`src/rtl/pipe_hazard_ctrl_if.sv`:
```
// Control bundle between the pipeline datapath and the hazard/stall sequencer.
// The datapath (master) reports hazard sources; the sequencer (slave) returns enables and flushes.
interface pipe_hazard_ctrl_if #(
    parameter int CNT_W = 32
);
    logic [4:0]       ID_i_rs1_addr;
    logic [4:0]       ID_i_rs2_addr;
    logic             ID_i_rs1_used;
    logic             ID_i_rs2_used;
    logic [4:0]       EX_i_rd_addr;
    logic             EX_i_is_load;
    logic             EX_i_redirect;
    logic             MEM_i_mem_req;
    logic             MEM_i_mem_ack;

    logic             o_pc_en;
    logic             IF_ID_o_en;
    logic             ID_EX_o_en;
    logic             EX_MEM_o_en;
    logic             MEM_WB_o_en;
    logic             IF_ID_o_flush;
    logic             ID_EX_o_flush;
    logic             EX_MEM_o_flush;
    logic             MEM_WB_o_flush;
    logic             o_err;
    logic [CNT_W-1:0] o_stall_cycles;
    logic [CNT_W-1:0] o_flush_count;

    modport master (
        output ID_i_rs1_addr, ID_i_rs2_addr, ID_i_rs1_used, ID_i_rs2_used,
        output EX_i_rd_addr, EX_i_is_load, EX_i_redirect,
        output MEM_i_mem_req, MEM_i_mem_ack,
        input  o_pc_en, IF_ID_o_en, ID_EX_o_en, EX_MEM_o_en, MEM_WB_o_en,
        input  IF_ID_o_flush, ID_EX_o_flush, EX_MEM_o_flush, MEM_WB_o_flush,
        input  o_err, o_stall_cycles, o_flush_count
    );

    modport slave (
        input  ID_i_rs1_addr, ID_i_rs2_addr, ID_i_rs1_used, ID_i_rs2_used,
        input  EX_i_rd_addr, EX_i_is_load, EX_i_redirect,
        input  MEM_i_mem_req, MEM_i_mem_ack,
        output o_pc_en, IF_ID_o_en, ID_EX_o_en, EX_MEM_o_en, MEM_WB_o_en,
        output IF_ID_o_flush, ID_EX_o_flush, EX_MEM_o_flush, MEM_WB_o_flush,
        output o_err, o_stall_cycles, o_flush_count
    );
endinterface

```
`src/rtl/pipe_hazard_ctrl.sv`:
```
// Pipeline sequencer for a 5-stage RV32 core: per-stage enable/flush from load-use,
// EX redirects and data-memory wait states, with a wait watchdog and perf counters.
module pipe_hazard_ctrl #(
    parameter int MEM_TIMEOUT = 256,
    parameter int CNT_W       = 32
) (
    input  logic              i_clk,
    input  logic              i_reset_n,
    pipe_hazard_ctrl_if.slave bus
);
    typedef enum logic [1:0] {INIT, RUN, MEM_WAIT, ERR} state_t;

    localparam int                WAIT_W    = $clog2(MEM_TIMEOUT + 1);
    localparam logic [WAIT_W-1:0] WAIT_LAST = WAIT_W'(MEM_TIMEOUT - 1);
    localparam logic [CNT_W-1:0]  CNT_MAX   = {CNT_W{1'b1}};

    state_t            state, state_next;
    logic [WAIT_W-1:0] wait_cnt;
    logic [CNT_W-1:0]  stall_cnt, flush_cnt;
    logic              active, load_use, mem_hold;
    logic              stall_evt, redirect_applied;
    logic              pc_en, err;
    // Bit order for en/flush: [3]=IF/ID, [2]=ID/EX, [1]=EX/MEM, [0]=MEM/WB
    logic [3:0]        en, flush;

    assign active   = (state == RUN) || (state == MEM_WAIT);
    assign load_use = bus.EX_i_is_load && (bus.EX_i_rd_addr != 5'd0) &&
                      ((bus.ID_i_rs1_used && (bus.ID_i_rs1_addr == bus.EX_i_rd_addr)) ||
                       (bus.ID_i_rs2_used && (bus.ID_i_rs2_addr == bus.EX_i_rd_addr)));
    // A request acked in the same cycle is a zero-wait access and never holds the pipe.
    assign mem_hold = (state == RUN)      ? (bus.MEM_i_mem_req && !bus.MEM_i_mem_ack) :
                      (state == MEM_WAIT) ? !bus.MEM_i_mem_ack : 1'b0;

    // NOTE: sequential state uses non-blocking assignments so every register samples pre-edge values.
    always_ff @(posedge i_clk or negedge i_reset_n) begin
        if (!i_reset_n) state <= INIT;
        else            state <= state_next;
    end

    always_comb begin
        // NOTE: default assignment first so no path through this block infers a latch.
        state_next = state;
        case (state)
            INIT:     state_next = RUN;
            RUN:      if (mem_hold) state_next = MEM_WAIT;
            MEM_WAIT: begin
                if (bus.MEM_i_mem_ack)        state_next = RUN;
                else if (wait_cnt == WAIT_LAST) state_next = ERR;
            end
            ERR:      state_next = ERR;
            default:  state_next = INIT;
        endcase
    end

    always_comb begin
        pc_en = 1'b0;
        en    = 4'b0000;
        flush = 4'b0000;
        err   = 1'b0;
        if (!i_reset_n) begin
            flush = 4'b1111;
        end else begin
            case (state)
                INIT: begin
                    en    = 4'b1111;
                    flush = 4'b1111;
                end
                RUN, MEM_WAIT: begin
                    if (mem_hold) begin
                        en    = 4'b0001;
                        flush = 4'b0001;
                    end else if (bus.EX_i_redirect) begin
                        pc_en = 1'b1;
                        en    = 4'b1111;
                        flush = 4'b1100;
                    end else if (load_use) begin
                        en    = 4'b0111;
                        flush = 4'b0100;
                    end else begin
                        pc_en = 1'b1;
                        en    = 4'b1111;
                    end
                end
                ERR:     err = 1'b1;
                default: ;
            endcase
        end
    end

    assign stall_evt        = active && !pc_en;
    assign redirect_applied = active && !mem_hold && bus.EX_i_redirect;

    // NOTE: the wait and perf counters are plain registers, so they take the asynchronous reset too.
    always_ff @(posedge i_clk or negedge i_reset_n) begin
        if (!i_reset_n) begin
            wait_cnt <= '0;
        end else if (mem_hold) begin
            wait_cnt <= (state == RUN) ? WAIT_W'(1) : wait_cnt + 1'b1;
        end
    end

    always_ff @(posedge i_clk or negedge i_reset_n) begin
        if (!i_reset_n) begin
            stall_cnt <= '0;
            flush_cnt <= '0;
        end else begin
            if (stall_evt && (stall_cnt != CNT_MAX))        stall_cnt <= stall_cnt + 1'b1;
            if (redirect_applied && (flush_cnt != CNT_MAX)) flush_cnt <= flush_cnt + 1'b1;
        end
    end

    assign bus.o_pc_en        = pc_en;
    assign bus.IF_ID_o_en     = en[3];
    assign bus.ID_EX_o_en     = en[2];
    assign bus.EX_MEM_o_en    = en[1];
    assign bus.MEM_WB_o_en    = en[0];
    assign bus.IF_ID_o_flush  = flush[3];
    assign bus.ID_EX_o_flush  = flush[2];
    assign bus.EX_MEM_o_flush = flush[1];
    assign bus.MEM_WB_o_flush = flush[0];
    assign bus.o_err          = err;
    assign bus.o_stall_cycles = stall_cnt;
    assign bus.o_flush_count  = flush_cnt;
endmodule

```
`src/flat_wrapper.sv`:
```
// flat-port wrapper written by rule: the top's interface ports become plain ports
module pipe_hazard_ctrl_flat 
#(
    parameter int MEM_TIMEOUT = 256,
    parameter int CNT_W       = 32
)
  (i_clk, i_reset_n, bus_ID_i_rs1_addr, bus_ID_i_rs2_addr, bus_ID_i_rs1_used, bus_ID_i_rs2_used, bus_EX_i_rd_addr, bus_EX_i_is_load, bus_EX_i_redirect, bus_MEM_i_mem_req, bus_MEM_i_mem_ack, bus_o_pc_en, bus_IF_ID_o_en, bus_ID_EX_o_en, bus_EX_MEM_o_en, bus_MEM_WB_o_en, bus_IF_ID_o_flush, bus_ID_EX_o_flush, bus_EX_MEM_o_flush, bus_MEM_WB_o_flush, bus_o_err, bus_o_stall_cycles, bus_o_flush_count);
  pipe_hazard_ctrl_if #(.CNT_W(CNT_W)) bus_i ();
  input  logic i_clk;
  input  logic i_reset_n;
  input wire logic [$bits(bus_i.ID_i_rs1_addr)-1:0] bus_ID_i_rs1_addr;
  input wire logic [$bits(bus_i.ID_i_rs2_addr)-1:0] bus_ID_i_rs2_addr;
  input wire logic [$bits(bus_i.ID_i_rs1_used)-1:0] bus_ID_i_rs1_used;
  input wire logic [$bits(bus_i.ID_i_rs2_used)-1:0] bus_ID_i_rs2_used;
  input wire logic [$bits(bus_i.EX_i_rd_addr)-1:0] bus_EX_i_rd_addr;
  input wire logic [$bits(bus_i.EX_i_is_load)-1:0] bus_EX_i_is_load;
  input wire logic [$bits(bus_i.EX_i_redirect)-1:0] bus_EX_i_redirect;
  input wire logic [$bits(bus_i.MEM_i_mem_req)-1:0] bus_MEM_i_mem_req;
  input wire logic [$bits(bus_i.MEM_i_mem_ack)-1:0] bus_MEM_i_mem_ack;
  output wire logic [$bits(bus_i.o_pc_en)-1:0] bus_o_pc_en;
  output wire logic [$bits(bus_i.IF_ID_o_en)-1:0] bus_IF_ID_o_en;
  output wire logic [$bits(bus_i.ID_EX_o_en)-1:0] bus_ID_EX_o_en;
  output wire logic [$bits(bus_i.EX_MEM_o_en)-1:0] bus_EX_MEM_o_en;
  output wire logic [$bits(bus_i.MEM_WB_o_en)-1:0] bus_MEM_WB_o_en;
  output wire logic [$bits(bus_i.IF_ID_o_flush)-1:0] bus_IF_ID_o_flush;
  output wire logic [$bits(bus_i.ID_EX_o_flush)-1:0] bus_ID_EX_o_flush;
  output wire logic [$bits(bus_i.EX_MEM_o_flush)-1:0] bus_EX_MEM_o_flush;
  output wire logic [$bits(bus_i.MEM_WB_o_flush)-1:0] bus_MEM_WB_o_flush;
  output wire logic [$bits(bus_i.o_err)-1:0] bus_o_err;
  output wire logic [$bits(bus_i.o_stall_cycles)-1:0] bus_o_stall_cycles;
  output wire logic [$bits(bus_i.o_flush_count)-1:0] bus_o_flush_count;
  assign bus_i.ID_i_rs1_addr = bus_ID_i_rs1_addr;
  assign bus_i.ID_i_rs2_addr = bus_ID_i_rs2_addr;
  assign bus_i.ID_i_rs1_used = bus_ID_i_rs1_used;
  assign bus_i.ID_i_rs2_used = bus_ID_i_rs2_used;
  assign bus_i.EX_i_rd_addr = bus_EX_i_rd_addr;
  assign bus_i.EX_i_is_load = bus_EX_i_is_load;
  assign bus_i.EX_i_redirect = bus_EX_i_redirect;
  assign bus_i.MEM_i_mem_req = bus_MEM_i_mem_req;
  assign bus_i.MEM_i_mem_ack = bus_MEM_i_mem_ack;
  assign bus_o_pc_en = bus_i.o_pc_en;
  assign bus_IF_ID_o_en = bus_i.IF_ID_o_en;
  assign bus_ID_EX_o_en = bus_i.ID_EX_o_en;
  assign bus_EX_MEM_o_en = bus_i.EX_MEM_o_en;
  assign bus_MEM_WB_o_en = bus_i.MEM_WB_o_en;
  assign bus_IF_ID_o_flush = bus_i.IF_ID_o_flush;
  assign bus_ID_EX_o_flush = bus_i.ID_EX_o_flush;
  assign bus_EX_MEM_o_flush = bus_i.EX_MEM_o_flush;
  assign bus_MEM_WB_o_flush = bus_i.MEM_WB_o_flush;
  assign bus_o_err = bus_i.o_err;
  assign bus_o_stall_cycles = bus_i.o_stall_cycles;
  assign bus_o_flush_count = bus_i.o_flush_count;
  pipe_hazard_ctrl #(.MEM_TIMEOUT(MEM_TIMEOUT), .CNT_W(CNT_W)) u_core (.i_clk(i_clk), .i_reset_n(i_reset_n), .bus(bus_i));
endmodule
```
`config.mk`:
```
export PLATFORM = sky130hd
export DESIGN_NAME = pipe_hazard_ctrl_flat
export DESIGN_NICKNAME = d
export VERILOG_FILES = /design/src/rtl/pipe_hazard_ctrl_if.sv /design/src/rtl/pipe_hazard_ctrl.sv /design/src/flat_wrapper.sv
export SDC_FILE = /design/constraint.sdc
export NUM_CORES = 1
export LEC_CHECK = 0
export BUFFER_PORTS_ARGS = -buffer_cell sky130_fd_sc_hd__buf_2
export CAP_MARGIN = 20
export CORE_ASPECT_RATIO = 0.6
export CORE_MARGIN = 2
export CORE_UTILIZATION = 49
export DETAILED_ROUTE_END_ITERATION = 8
export GPL_TIMING_DRIVEN = 0
export PLACE_DENSITY = 0.8
export REMOVE_ABC_BUFFERS = 1
export SLEW_MARGIN = 15
export SYNTH_ARGS = -nofsm -noshare
export SYNTH_HDL_FRONTEND = slang
export SYNTH_SLANG_ARGS = --single-unit
```
`constraint.sdc`:
```
create_clock -name i_clk -period 2.4 [get_ports i_clk]
set_input_delay 0.36 -clock i_clk [delete_from_list [all_inputs] [get_ports i_clk]]
set_output_delay 0.36 -clock i_clk [all_outputs]
set_load 0.005 [all_outputs]
```
==> results of run 1 <==
## cell usage in the layout, fill, tap and decap left out, types with 4 or more instances in the layout
cell type / n
nand4_1: 30
clkbuf_16: 9
nor2_1: 30
nand2_1: 24
dfrtp_1: 74
buf_4: 12
ha_1: 7
xor2_1: 21
and2_1: 8
nor2b_1: 4
inv_1: 4
nand3_1: 39
xnor2_1: 56
clkbuf_8: 4
and3_1: 15
nor3_1: 12
buf_2: 95
## report_power, final
part	total (mW)	switching, mW	internal [mW]
combinational	0.102	0.0624	0.0395
sequential	1.27	0.00245	1.27
clock	1.30	0.483	0.812
total	2.67	0.548	2.12
## area by class of cell
cell class	instances	area, um^2
Clock buffer	15	288
Clock inverter	1	5.00
Fill cell	662	2880
Inverter	6	25.0
Multi-Input combinational cell	306	2180
Sequential cell	75	1880
Tap cell	108	135
Timing Repair Buffer	108	586
## metal layers
layer | vias to the layer above | track usage [%] | part of all wire [%]
met5 | - | 0 | 0
met4 | 0 | 5.75 | 1.3
li1 | 1620 | - | -
met2 | 142 | 33.3 | 43
met1 | 1676 | 33.0 | 49
met3 | 19 | 6.59 | 6.6
## cells in the mapped netlist (all sizes together) (5+ instances only)
master | count | share of area (%)
a21oi | 5 | 0.61
and2 | 11 | 1.8
and3 | 16 | 2.5
and4 | 5 | 1.2
buf | 5 | 1.2
dfrtp | 75 | 46
ha | 10 | 3.1
inv | 6 | 0.55
nand2 | 25 | 2.3
nand3 | 39 | 4.8
nand4 | 32 | 5.2
nor2 | 31 | 2.9
nor3 | 13 | 1.7
xnor2 | 56 | 12
xor2 | 21 | 4.5
## path summary, 6_finish.rpt
| path | startpoint | depth (start not counted) | endpoint |
|---|---|---|---|
| min | i_reset_n | 1 | u_core.state[0] |
| min reg2reg | u_core.bus.o_flush_count[21] | 1 | u_core.bus.o_flush_count[21] |
| max | u_core.state[0] | 7 | bus_ID_EX_o_flush |
| max reg2reg | u_core.state[1] | 8 | u_core.bus.o_stall_cycles[1] |
| min in group i_clk | bus_MEM_i_mem_ack | 3 | u_core.wait_cnt[8] |
| max in group asynchronous | i_reset_n | 2 | u_core.bus.o_flush_count[28] |
## through the flow
step / total power, mW / setup WS [ns] / util (%) / hold slack, ns / setup TNS, ns
after floorplan: 1.33 / 0.0696 / - / 0.0644 / 0
after global placement: 1.39 / -0.624 / 57.8 / 0.471 / -14.23
after detailed placement: 1.39 / -0.373 / 58.1 / 0.402 / -7.15
after CTS: 2.69 / 0.0267 / 62.9 / 0.0531 / 0
after global routing: 2.78 / 0.0258 / 63.9 / 0.0808 / 0
final: 2.67 / 0.0706 / 63.9 / 0.0422 / 0
## sequential cells by signal (all words and copies together), names as in the netlist
| name | count |
|---|---|
| u_core.bus.o_flush_count | 32 |
| u_core.bus.o_stall_cycles | 32 |
| u_core.state | 2 |
| u_core.wait_cnt | 9 |
## kinds of logic after synthesis
family	share of synthesized area, %
compound gates	3.37
xor+xnor	16.5
fa+ha+maj	3.07
buf+inv	2.61
flops	46.0
mux	1.07
simple gates	27.4
## worst max-delay path, delay by kind of cell (launching register included)
| family | cells | cell delay (ns) |
|---|---|---|
| flip-flops | 1 | 0.45 |
| AND/OR/NAND/NOR | 3 | 0.43 |
| AO/OA/AOI/OAI | 1 | 0.25 |
| multiplexers | 1 | 0.20 |
| adder cells (fa/ha/maj) | 1 | 0.19 |
| buffers and inverters | 1 | 0.12 |
## what timing repair did
item,in CTS,in global routing
endpoints found under the setup margin,49,4
setup buffers,5,6
pin swaps,2,1
resized for setup,14,6
==> impl_metrics.toml, run 1 <==
[timing]
period_share_pct = 97.1
hold_viol_final = 0
min_period_ns = 2.33
skew_ns = 0.00420
timing.fmax_mhz = 429
grt_setup_unrepaired = "false"
setup_viol = 0
slew_headroom_pct = 51.7
tightest_slew_ns = 0.722
finalMaxSlewViolations = 0

[synthesis]
synth_cell_type_count = 54
yosys_warnings = 0
ys_seq_elements = 75
synth_area_um2 = 4080
avgSynthCellArea_um2 = 10.3
synthCells = 396
ys_seq_area_share_pct = 46.0
synth_edf_count = 0
synthArstFlopShare_pct = 100
ys.flop_type = "dfrtp_1"

[place]
placedInstanceArea_um2 = 4630
gp_congestion = 0.837
port_buffers = 96
dp.cells = 592
dp_hpwl_um = 6840

[drt]
drc = 0
drtAntennaViolNets = 0
initialDrtViolationCount = 344
num_vias = 3457
drt_wl_total_um = 9770
wire_per_inst_um = 15.8
dr.pass1.iters = 5
drt-vias-per-instance = 5.58

[worst_setup_path]
path_cells = "ha_4, mux2i_4, or2_4, nand2_2, nor2_1, a31o_2, buf_2"
required_ns = 2.04
ff2ff_setup_slack_ns = 0.16
worstSetupPathType = "flip-flop to output port"
crit_fanout = 7
cpMaxStageDelayCell = "dfrtp_2"
crit_path_start_kind = "flip-flop"
cpPeakStageDelay_ns = 0.45
end_kind = "output port"
arrival_ns = 1.97

[global_routing]
antenna_found_initial = 0
first_global_vias = 3201
grt_pass1_wl_um = 15900
grt_max_degree = 49
track_usage_pct = 22.6
overflow = 0

[clock_tree]
cts-root-buf = "clkbuf_16"
h-tree-depth = 3
hold_buffers = 0
clk_path_buf_depth = 2
cts_made_buffers = 9
clock-sinks = 75
cts_tree = "yes"
clk_pin_slew_worst_paths_ns = 0.05
clock_latency_ns = 0.33

[pwr]
irDropWorstVdd_mv = 0.322
power_density_nw_per_um2 = 523
leakagePower_nw = 2.54

[finish]
design_area_um2 = 5100
antenna-diode-count = 0
drive_above_1_share_pct = 30.3
syn_to_final_growth_pct = 24.9
nets = 539
stdcell_count = 619

[floorplanning]
die-area_um2 = 9100
die_height_um = 74.7
die_w_um = 122
rows = 25
start_util_pct = 51.2
io_pins = 97
core_um2 = 7980

[hold_path]
hold_class = "input pin to asynchronous set/reset pin"

[outcome]
status = "completed"

[run]
maxCapViolCount = 0
Note: power is estimated with default switching activity, not from simulation.
==> run 2, diff against run 1 <==
Settings changed: GPL_TIMING_DRIVEN 0 to not set.
==> run 2 against run 1 <==
  * Register-to-register slack better by 0.03 ns
  * Maximum frequency down 2.1%
  * Die area unchanged
  * First-iteration DRC count down 30%
  * Non-clock buffer count up 4
  * Global-route usage down 0.45 points
  * Routed wire length down 1.2%
  * Clock skew about the same
  * Final cell count up 0.65%
  * Via count down 0.84%
  * Sequential power about the same
  * Critical path type unchanged
  * Highest routed layer unchanged
==> impl_metrics.toml, run 2 (synthesis gave the netlist of run 1 again) <==
[drt]
drtAntennaViolNets = 0
dr.pass1.iters = 5
initialDrtViolationCount = 240
drt-vias-per-instance = 5.50
wire_per_inst_um = 15.5
drc = 0
drt_wl_total_um = 9650
num_vias = 3428

[worst_setup_path]
timing.rr.start = "u_core.state[1]"
cpPeakStageDelay_ns = 0.46
crit_fanout = 5
required_ns = 2.04
crit_start = "u_core.state[0]"
end_kind = "output port"
crit_path_start_kind = "flip-flop"
cpMaxStageDelayCell = "dfrtp_2"
arrival_ns = 2.02
worstSetupPathType = "flip-flop to output port"
path_cells = "ha_4, mux2i_4, or2_4, nand2_1, nor2_1, a31o_2, buf_2"

[clock_tree]
h-tree-depth = 3
clock-sinks = 75
cts-root-buf = "clkbuf_16"
cts_tree = "yes"
clk_pin_slew_worst_paths_ns = 0.06
clk_path_buf_depth = 2
clock_latency_ns = 0.34
cts_made_buffers = 9

[timing]
period_share_pct = 99.1
setup_viol = 0
slew_headroom_pct = 47.1
hold_viol_final = 0
finalMaxSlewViolations = 0
timing.fmax_mhz = 420
tightest_slew_ns = 0.793
holdWs_ns = 0.426
grt_setup_unrepaired = "true"
min_period_ns = 2.38
skew_ns = 0.00393

[global_routing]
grt_pass1_wl_um = 15500
first_global_vias = 3134
track_usage_pct = 22.1
overflow = 0
antenna_found_initial = 0
grt_max_degree = 63

[finish]
num-fill-cells = 657
most-common-layout-cells = "95 x buf_2, 74 x dfrtp_1, 56 x xnor2_1"
antenna-diode-count = 0
syn_to_final_growth_pct = 26.6
drive_above_1_share_pct = 30.3
nets = 543
layout_commonest_cell = "buf_2"
design_area_um2 = 5170

[floorplanning]
core_um2 = 7980
die_height_um = 74.7
io_pins = 97
die-area_um2 = 9100
die_w_um = 122
start_util_pct = 51.2
rows = 25

[pwr]
irDropWorstVdd_mv = 0.395
power.switching_uw = 573
intPower_mw = 2.49
leakagePower_nw = 2.57
p_clk_share_pct = 55.1
power_mw = 3.06
combPwrFrac_pct = 3.4
power.share.switching_pct = 18.7
pwr-share-seq_pct = 41.5
power_density_nw_per_um2 = 592

[place]
gp_congestion = 0.866
placedInstanceArea_um2 = 4700
dp_hpwl_um = 7020
port_buffers = 96

[outcome]
status = "completed"

[hold_path]
hold_class = "input pin to asynchronous set/reset pin"

[run]
maxCapViolCount = 0
-- run 2: final timing paths --
kind / to / slack [ns] / cells past startpoint
worst max-delay path: bus_ID_EX_o_flush / 0.02 / 7
worst min-delay path: u_core.bus.o_stall_cycles[30] / 0.43 / 2
worst max register to register: u_core.bus.o_flush_count[21] / 0.19 / 8
worst min register to register: u_core.bus.o_stall_cycles[30] / 0.49 / 1
max in group asynchronous: u_core.bus.o_flush_count[16] / 0.92 / 3
min in group i_clk: u_core.wait_cnt[8] / 0.44 / 3
-- run 2: power by group through the flow --
stage	clock network, mW	logic [mW]	registers, mW
after global routing	1.77	0.117	1.27
after CTS	1.71	0.106	1.27
after detailed placement	0	0.103	1.29
final	1.69	0.104	1.27
after floorplan	0	0.0336	1.29
after global placement	0	0.102	1.29
-- run 2: what timing repair did --
action	4_1_cts	5_1_grt
setup buffers	2	1
hold endpoints to repair	13	0
hold buffers	1	0
gates cloned	0	0
endpoints found under the setup margin	7	6
resized for setup	10	3
pin swaps	0	2
-- run 2: final cells by class --
cell class / count / area (um^2) / area share, %
repair buffers: 112 / 606 / 11.7
well taps: 108 / 135 / 2.62
inverters: 6 / 22.5 / 0.436
multi-input cells: 306 / 2150 / 41.6
clock buffers: 12 / 256 / 4.96
flip-flops and latches: 75 / 1880 / 36.3
clock inverters: 4 / 120 / 2.32
-- run 2: stage by stage --
step / instances / utilization (%) / setup slack (ns) / TNS (ns)
3_3_place_gp: 603 / 59.0 / 0.0882 / 0
6_report: 623 / 64.8 / 0.0209 / 0
5_1_grt: 623 / 64.8 / -0.0290 / -0.0290
4_1_cts: 622 / 64.5 / 0.0292 / 0
2_1_floorplan: 387 / - / 0.0696 / 0
3_5_place_dp: 603 / 59.0 / -0.0125 / -0.0125
-- run 2: critical path: cells and delay by family, from the launching register on --
kind	cells	cell delay [ns]
fa+ha+maj	1	0.19
flops	1	0.46
compound gates	1	0.25
mux	1	0.20
simple gates	3	0.46
buf+inv	1	0.12
-- run 2: metal layers --
layer  vias to the layer above  wire (um)  global-route usage (%)
met3                        13        737                    6.52
met1                      1638       4690                    32.0
met4                         0        112                    6.39
met2                       140       4110                    32.7
met5                         -          0                       0
li1                       1637          -                       -
==> run 3, diff against run 2 <==
Settings changed: CELL_PAD_IN_SITES_DETAIL_PLACEMENT set to 1, CELL_PAD_IN_SITES_GLOBAL_PLACEMENT set to 2, CORE_ASPECT_RATIO 0.6 to not set, CORE_UTILIZATION 49 to 30, PLACE_DENSITY 0.8 to 0.79.
==> run 3 against run 2 <==
  * Clock power decreased by 22%
  * Utilization decreased by 25 points
  * Maximum frequency increased by 2.2%
  * Die area increased by 60%
  * Worst hold slack improved by 0.0085 ns
  * Largest cell class unchanged
  * Sequential cell count unchanged
  * Register-to-register slack improved by 0.06 ns
  * Final cell count increased by 12%
  * Via count increased by 2.0%
  * Critical endpoint unchanged
==> impl_metrics.toml, run 3 (synthesis gave the netlist of run 1 again) <==
[clock_tree]
h-tree-depth = 3
clk_pin_slew_worst_paths_ns = 0.05
cts_made_buffers = 9
cts_tree = "yes"
clk_path_buf_depth = 2
clock-sinks = 75
cts-root-buf = "clkbuf_16"
clock_latency_ns = 0.34

[finish]
drive_above_1_share_pct = 31.3
num-fill-cells = 1539
syn_to_final_growth_pct = 28.5
stdcell_count = 697
antenna-diode-count = 0
layout_commonest_cell = "buf_2"
nets = 551
design_area_um2 = 5250
most-common-layout-cells = "95 x buf_2, 74 x dfrtp_1, 56 x xnor2_1"

[worst_setup_path]
timing.rr.start = "u_core.state[1]"
crit_fanout = 10
crit_path_start_kind = "flip-flop"
r2r-end = "u_core.bus.o_stall_cycles[1]"
ff2ff_setup_slack_ns = 0.25
crit_top_cell = "buf_6"
setup.worst_path.end = "bus_ID_EX_o_flush"
required_ns = 2.04
reg2regPathDepth = 9
cpMaxStageDelayCell = "dfrtp_1"
crit_start = "u_core.state[1]"
arrival_ns = 1.97
end_kind = "output port"
path_cells = "inv_2, buf_6, ha_4, buf_6, o211a_4, nor2_2, nor2_1, a31o_2, buf_2"
cpPeakStageDelay_ns = 0.38
worstSetupPathType = "flip-flop to output port"

[global_routing]
grt_pass1_wl_um = 18900
track_usage_pct = 16.4
use_met2_pct = 27.4
gr-max-usage-layer = "met2"
gr-usage-met3_pct = 3.68
antenna_found_initial = 0
grt_max_degree = 74
overflow = 0
met1_usage_pct = 21.1
first_global_vias = 3653

[pwr]
leakagePower_nw = 2.57
power_density_nw_per_um2 = 515
irDropWorstVdd_mv = 0.391
power_mw = 2.70

[place]
pre_cts_slack_ns = -0.0107
gp_congestion = 0.788
port_buffers = 96
dp_hpwl_um = 8440
placedInstanceArea_um2 = 4820
dp.cells = 675

[drt]
drtAntennaViolNets = 0
drt_wl_total_um = 11400
drc = 0
dr.pass1.iters = 4
initialDrtViolationCount = 118
drt-vias-per-instance = 5.02
num_vias = 3497
wire_per_inst_um = 16.4

[floorplanning]
die_height_um = 121
die_w_um = 121
core_um2 = 13200
start_util_pct = 30.8
rows = 42
io_pins = 97
die-area_um2 = 14500

[hold_path]
hold_class = "input pin to asynchronous set/reset pin"

[timing]
slew_headroom_pct = 38.1
min_period_ns = 2.33
period_share_pct = 97.0
hold_viol_final = 0
timing.fmax_mhz = 430
finalMaxSlewViolations = 0
layout_setup_ws_ns = 0.0725
skew_ns = 0.00667
setup_viol = 0
tightest_slew_ns = 0.928

[run]
maxCapViolCount = 0

[outcome]
status = "completed"
==> run 3: changes by cell type in the layout (fill, tap and decap cells not counted) <==
cell and delta:
buf_4 +6, bufinv_16 -3, buf_6 +2, clkinv_2 +2, a21o_1 -1, a21o_2 +1
clkbuf_8 -1, ha_2 -1, ha_4 +1, inv_2 -1, inv_4 +1, nor2_2 -1
nor2_4 +1
==> run 3: where the power goes <==
group / total (mW) / internal [mW] / switching (mW)
Clock: 1.32 / 0.818 / 0.506
Sequential: 1.27 / 1.27 / 0.00252
Combinational: 0.108 / 0.0418 / 0.0661
Total: 2.70 / 2.13 / 0.575
==> run 3: area by class of cell <==
type	count	area, um^2	area share (%)
Clock buffer	11	243	4.63
Multi-Input combinational cell	306	2170	41.3
Sequential cell	75	1880	35.8
Tap cell	176	220	4.20
Clock inverter	3	40.0	0.763
Inverter	6	25.0	0.477
Timing Repair Buffer	120	673	12.8
==> run 3: repair_timing <==
| item | CTS | global route |
|---|---|---|
| endpoints found under the hold margin | 2 | 0 |
| gates resized for setup | 12 | 6 |
| pin swaps | 2 | 2 |
| setup buffers | 6 | 2 |
| endpoints found under the setup margin | 7 | 24 |
| hold buffers | 1 | 0 |
==> run 3: worst max-delay path: cells and delay by family (launching register included) <==
| kind | cells | cell delay (ns) |
|---|---|---|
| flops | 1 | 0.38 |
| compound gates | 2 | 0.37 |
| simple gates | 2 | 0.19 |
| buf+inv | 4 | 0.50 |
| fa+ha+maj | 1 | 0.20 |
==> run 3: worst min path at each step <==
stage / to / depth (start not counted)
6_report: u_core.state[0] / 2
3_5_place_dp: u_core.state[1] / 1
2_1_floorplan: u_core.bus.o_flush_count[0] / 0
5_1_grt: u_core.state[1] / 2
4_1_cts: u_core.state[1] / 2
3_3_place_gp: u_core.state[0] / 1
==> run 3: per-stage QoR <==
step	TNS, ns	hold slack (ns)	util (%)
finish	0	0.435	39.6
global route	-0.0199	0.438	39.6
CTS	0	0.432	39.3
detailed placement	-0.0107	0.187	36.4
global placement	0	0.186	36.4
floorplan	0	0.0644	-
==> run 3: layer usage <==
metal	routed length [um]	share of wire, %
met1	5150	45
met3	650	5.7
met2	5490	48
met4	133	1.2
met5	0	0
